### src/rtl/y_demux_pkg.sv
`default_nettype none
// +--------------------------------------------------------------------+
// | y_demux_pkg : shared encodings for the y_stream_demux block        |
// | Rev 1.0                                                            |
// +--------------------------------------------------------------------+
package y_demux_pkg;

   typedef enum logic [1:0] {
      EMPTY = 2'd0,
      ONE   = 2'd1,
      TWO   = 2'd2
   } buf_state_e;

   localparam int   DEPTH = 2;
   localparam logic SEL_A = 1'b0;
   localparam logic SEL_B = 1'b1;

endpackage
`default_nettype wire

### src/rtl/y_skid_fifo2.sv
`default_nettype none
// +--------------------------------------------------------------------+
// | y_skid_fifo2 : 2-entry output buffer with registered head word     |
// | Rev 1.0                                                            |
// +--------------------------------------------------------------------+
module y_skid_fifo2
   import y_demux_pkg::*;
#(
   parameter int W = 32
) (
   input  logic         clk,
   input  logic         rst,
   input  logic         push,
   input  logic [W-1:0] push_data,
   input  logic         pop,
   output logic [W-1:0] data,
   output logic         valid,
   output logic         full
);

   buf_state_e   r_state;
   logic [W-1:0] r_head;
   logic [W-1:0] r_tail;
   logic         r_valid;
   logic         r_full;

   always_ff @(posedge clk) begin
      if (rst) begin
         r_state <= EMPTY;
         r_head  <= '0;
         r_tail  <= '0;
         r_valid <= 1'b0;
         r_full  <= 1'b0;
      end else begin
         case (r_state)
            EMPTY: begin
               if (push) begin
                  r_head  <= push_data;
                  r_state <= ONE;
                  r_valid <= 1'b1;
               end
            end
            ONE: begin
               if (push && pop) begin
                  r_head <= push_data;
               end else if (push) begin
                  r_tail  <= push_data;
                  r_state <= TWO;
                  r_full  <= 1'b1;
               end else if (pop) begin
                  r_state <= EMPTY;
                  r_valid <= 1'b0;
               end
            end
            TWO: begin
               // Upstream ready is low while full, so only a pop can occur here.
               if (pop) begin
                  r_head  <= r_tail;
                  r_state <= ONE;
                  r_full  <= 1'b0;
               end
            end
            default: begin
               r_state <= EMPTY;
               r_valid <= 1'b0;
               r_full  <= 1'b0;
            end
         endcase
      end
   end

   assign data  = r_head;
   assign valid = r_valid;
   assign full  = r_full;

endmodule
`default_nettype wire

### src/rtl/y_stream_demux.sv
`default_nettype none
// +--------------------------------------------------------------------+
// | y_stream_demux : 1-to-2 valid/ready demux with per-port counters   |
// | Rev 1.0                                                            |
// +--------------------------------------------------------------------+
module y_stream_demux
   import y_demux_pkg::*;
#(
   parameter int W  = 32,
   parameter int CW = 16
) (
   input  logic          clk,
   input  logic          rst,
   input  logic [W-1:0]  in_data,
   input  logic          in_sel,
   input  logic          in_valid,
   output logic          in_ready,
   output logic [W-1:0]  a_data,
   output logic          a_valid,
   input  logic          a_ready,
   output logic [W-1:0]  b_data,
   output logic          b_valid,
   input  logic          b_ready,
   output logic [CW-1:0] a_count,
   output logic [CW-1:0] b_count
);

   logic          w_a_full;
   logic          w_b_full;
   logic          w_accept;
   logic          w_push_a;
   logic          w_push_b;
   logic          w_pop_a;
   logic          w_pop_b;
   logic [CW-1:0] r_a_count;
   logic [CW-1:0] r_b_count;

   // Ready only looks at the targeted port, so a stalled port never blocks the other.
   assign in_ready = !rst && ((in_sel == SEL_B) ? !w_b_full : !w_a_full);
   assign w_accept = in_valid && in_ready;
   assign w_push_a = w_accept && (in_sel == SEL_A);
   assign w_push_b = w_accept && (in_sel == SEL_B);
   assign w_pop_a  = a_valid && a_ready;
   assign w_pop_b  = b_valid && b_ready;

   y_skid_fifo2 #(.W(W)) u_fifo_a (
      .clk       (clk),
      .rst       (rst),
      .push      (w_push_a),
      .push_data (in_data),
      .pop       (w_pop_a),
      .data      (a_data),
      .valid     (a_valid),
      .full      (w_a_full)
   );

   y_skid_fifo2 #(.W(W)) u_fifo_b (
      .clk       (clk),
      .rst       (rst),
      .push      (w_push_b),
      .push_data (in_data),
      .pop       (w_pop_b),
      .data      (b_data),
      .valid     (b_valid),
      .full      (w_b_full)
   );

   always_ff @(posedge clk) begin
      if (rst) begin
         r_a_count <= '0;
         r_b_count <= '0;
      end else begin
         if (w_pop_a) r_a_count <= r_a_count + CW'(1);
         if (w_pop_b) r_b_count <= r_b_count + CW'(1);
      end
   end

   assign a_count = r_a_count;
   assign b_count = r_b_count;

endmodule
`default_nettype wire

### config.mk
export PLATFORM = sky130hd
export DESIGN_NAME = y_stream_demux
export DESIGN_NICKNAME = d
export VERILOG_FILES = /design/src/rtl/y_demux_pkg.sv /design/src/rtl/y_skid_fifo2.sv /design/src/rtl/y_stream_demux.sv
export SDC_FILE = /design/constraint.sdc
export NUM_CORES = 1
export LEC_CHECK = 0
export BUFFER_PORTS_ARGS = -buffer_cell sky130_fd_sc_hd__buf_2
export CAP_MARGIN = 20
export CORE_ASPECT_RATIO = 2
export CORE_MARGIN = 2
export CORE_UTILIZATION = 55
export CTS_CLUSTER_SIZE = 40
export DETAILED_ROUTE_END_ITERATION = 7
export MAX_ROUTING_LAYER = met4
export PLACE_DENSITY = 0.8
export REMOVE_ABC_BUFFERS = 1
export SLEW_MARGIN = 40
export SYNTH_ARGS = -nofsm -noshare
export SYNTH_HDL_FRONTEND = slang
export SYNTH_SLANG_ARGS = --single-unit
### constraint.sdc
create_clock -name clk -period 2.08 [get_ports clk]
set_input_delay 0 -clock clk [delete_from_list [all_inputs] [get_ports clk]]
set_output_delay 0 -clock clk [all_outputs]
set_load 0.02 [all_outputs]
==> impl_metrics.env <==
export IMPL_setup_viol=0
export IMPL_cts_tree="done"
export IMPL_ys_types=44
export IMPL_dieArea_um2=13780
export IMPL_nets=991
export IMPL_overflow=0
export IMPL_antenna_cells=0
export IMPL_max_freq_mhz=533.5
export IMPL_areaGrowthSynthToFinish_pct=26.55
export IMPL_layout_drive_gt1_share_pct=22.30
export IMPL_synth_area_per_cell_um2=8.813
export IMPL_first_iter_violations=324
export IMPL_nFillCells=981
export IMPL_coreArea_um2=12550
export IMPL_crit_required_ps=2350
export IMPL_max_slew_margin_pct=47.90
export IMPL_reg2reg_depth=5
export IMPL_p_int_mw=5.607
export IMPL_cp_max_fo=22
export IMPL_finalCritPeriodShare_pct=90.12
export IMPL_max_vdd_ir_drop_uv=668.9
export IMPL_worstSetupStartpointType="flip-flop"
export IMPL_finalCriticalPeriod_ps=1875
export IMPL_drv_cap=0
export IMPL_first_pass_iters=5
export IMPL_hold_viol_final=0
export IMPL_final_max_slew_viol_count=0
export IMPL_met2_usage_pct=51.20
export IMPL_drc=0
export IMPL_routedWlPerCell_um=17.05
export IMPL_setup_worst_path_class="flip-flop to flip-flop"
export IMPL_placementRows=58
export IMPL_synth_edf_count=0
export IMPL_power_switching_mw=1.814
export IMPL_cts_htree_levels=4
export IMPL_clk_latency_ps=430
export IMPL_use_met1_pct=29.09
export IMPL_met3_usage_pct=3.719
export IMPL_grt_max_degree=76
export IMPL_synth_area_um2=7042
export IMPL_hold_class="input port to flip-flop"
export IMPL_arrival_ps=2140
export IMPL_ant_nets=0
export IMPL_track_usage_pct=28.40
export IMPL_status="completed"
export IMPL_chipWidth_um=84.01
export IMPL_postSynthCellCount=799
export IMPL_cp_end_kind="flip-flop"
export IMPL_vias_per_cell=5.798
export IMPL_p_comb_share_pct=8.4
export IMPL_vias=6459
export IMPL_worst_pin_slew_ps=781.5
export IMPL_chipHeight_um=164.0
export IMPL_synthArstFlopShare_pct=0
export IMPL_numCtsBuffers=17
export IMPL_hold_ws_ps=134.6
export IMPL_power_density_nw_per_um2=832.8
export IMPL_ys_warn_count=0
export IMPL_seqPwrFrac_pct=45.0
export IMPL_seq_area_frac_synth_pct=47.76
export IMPL_clkPwrFrac_pct=46.6
export IMPL_grt_pass1_vias=6367
export IMPL_fin_skew_ps=9.487
export IMPL_cts_post_setup_buffers_inserted=0
export IMPL_holdPathStages=5
export IMPL_clockBufferDepth=2
export IMPL_cts_sinks=168
export IMPL_gp_congestion=0.8795
export IMPL_grt_pass1_wl_um=30410
export IMPL_grt_antenna_before_repair=0
export IMPL_grt_busiest_layer="met2"
export IMPL_cts_root_buf="clkbuf_16"
export IMPL_leakagePower_nw=3.606
export IMPL_hpwl_um=12410
export IMPL_clk_pin_slew_ps=60
export IMPL_switching_share_pct=24.44
export IMPL_rsz0062_at_grt="no"
export IMPL_ys_flop_type="dfxtp_1"
export IMPL_drt_total_wl_um=18990
export IMPL_start_util_pct=56.09
export IMPL_ys_ff_latch=168
export IMPL_port_buffers=136
export IMPL_ios=137
export IMPL_tns_ps=0
worst max-delay path, stage by stage, from the launching register on:
cell	delay, ps
dfxtp_1	310
or4b_4	610
or3_1	400
buf_4	230
nand2_1	90
a21oi_1	60
state kept, by name, summed over array words and instances, names as in the netlist:
name and count:
u_fifo_a.data 32, u_fifo_a.r_tail 32, u_fifo_b.data 32, u_fifo_b.r_tail 32, a_count 16, b_count 16, u_fifo_a.r_state 2, u_fifo_b.r_state 2
u_fifo_a.full 1, u_fifo_a.valid 1, u_fifo_b.full 1, u_fifo_b.valid 1
Yosys cell counts, types with 6 or more instances:
cell type,count,area [µm²]
xor2_1,13,113.9
buf_4,6,45.04
nand2_1,142,533.0
o21ai_0,9,45.04
a211oi_1,65,488.0
xnor2_1,8,70.07
nand3_1,15,75.07
clkbuf_1,39,146.4
and3_1,6,37.54
nand4_1,10,62.56
a21oi_1,142,710.7
mux2i_1,65,650.6
nor2_1,29,108.9
dfxtp_1,168,3363
buf_2,15,75.07
or3_1,7,43.79
logic make-up after synthesis:
family | count (synthesis) | synth area share [%]
adder cells (fa/ha/maj) | 2 | 0.3553
multiplexers | 68 | 9.719
flip-flops | 168 | 47.76
AND/OR/NAND/NOR | 238 | 15.28
buffers and inverters | 75 | 5.117
AO/OA/AOI/OAI | 227 | 19.15
XOR/XNOR | 21 | 2.612
cell type report:
type                            instances  area (µm²)  area share [%]
Sequential cell                       168        3363           37.74
Multi-Input combinational cell        556        3356           37.66
Timing Repair Buffer                  203        1334           14.97
Clock buffer                           18       439.2           4.928
Clock inverter                         14       212.7           2.387
Tap cell                              150       187.7           2.106
Inverter                                5       18.77          0.2106
power groups by stage:
stage	logic, mW	clock network, mW	registers (mW)
after floorplan	0.211	0	3.47
after global placement	0.558	0	3.41
after detailed placement	0.568	0	3.41
after CTS	0.620	3.49	3.34
after global routing	0.675	3.60	3.34
final	0.623	3.46	3.34
placed cells by master (no fill, tap or decap), types with 4 or more instances in the layout:
cell | synthesis | routed
nand4_1 | 10 | 10
nor3_1 | 5 | 5
a21oi_1 | 142 | 142
buf_4 | 6 | 29
bufinv_16 | 0 | 4
clkbuf_16 | 0 | 17
xnor2_1 | 8 | 8
buf_12 | 0 | 5
nor2_1 | 29 | 29
inv_1 | 5 | 5
buf_2 | 15 | 135
dfxtp_1 | 168 | 168
or3_1 | 7 | 7
nor2b_1 | 5 | 4
xor2_1 | 13 | 13
o21ai_0 | 9 | 9
nand3_1 | 15 | 15
a211oi_1 | 65 | 65
dlygate4sd3_1 | 0 | 34
nand2_1 | 142 | 142
mux2i_1 | 65 | 65
and2_1 | 4 | 4
and3_1 | 6 | 6
final timing paths:
| kind | start | endpoint | slack (ps) |
|---|---|---|---|
| setup / recovery | u_fifo_a.full | u_fifo_a.r_tail[24] | 210 |
| setup reg to reg | u_fifo_a.full | u_fifo_a.r_tail[24] | 210 |
| hold reg to reg | u_fifo_a.r_tail[23] | u_fifo_a.r_tail[23] | 450 |
| hold / removal | rst | u_fifo_a.valid | 130 |
metrics by stage:
stage	cell area, µm²	utilization, %	total power [mW]	setup slack [ps]	instances
6_report	8911	70.98	7.421	205.4	1114
3_3_place_gp	7919	63.08	3.966	256.0	1048
4_1_cts	8911	70.98	7.442	219.8	1114
2_1_floorplan	6700	-	3.677	-2418	729
3_5_place_dp	7919	63.08	3.977	227.3	1048
5_1_grt	8911	70.98	7.613	110.1	1114
what timing repair did:
item / CTS / global route
hold endpoints to repair: 126 / 0
resized for setup: 0 / 0
hold buffers: 34 / 0
metal layers:
layer / routed length (µm) / share of wire (%)
met2: 10330 / 54
met5: 0 / 0
met3: 807 / 4.2
met4: 979 / 5.2
met1: 6871 / 36
Note: power is estimated with default switching activity, not from simulation.
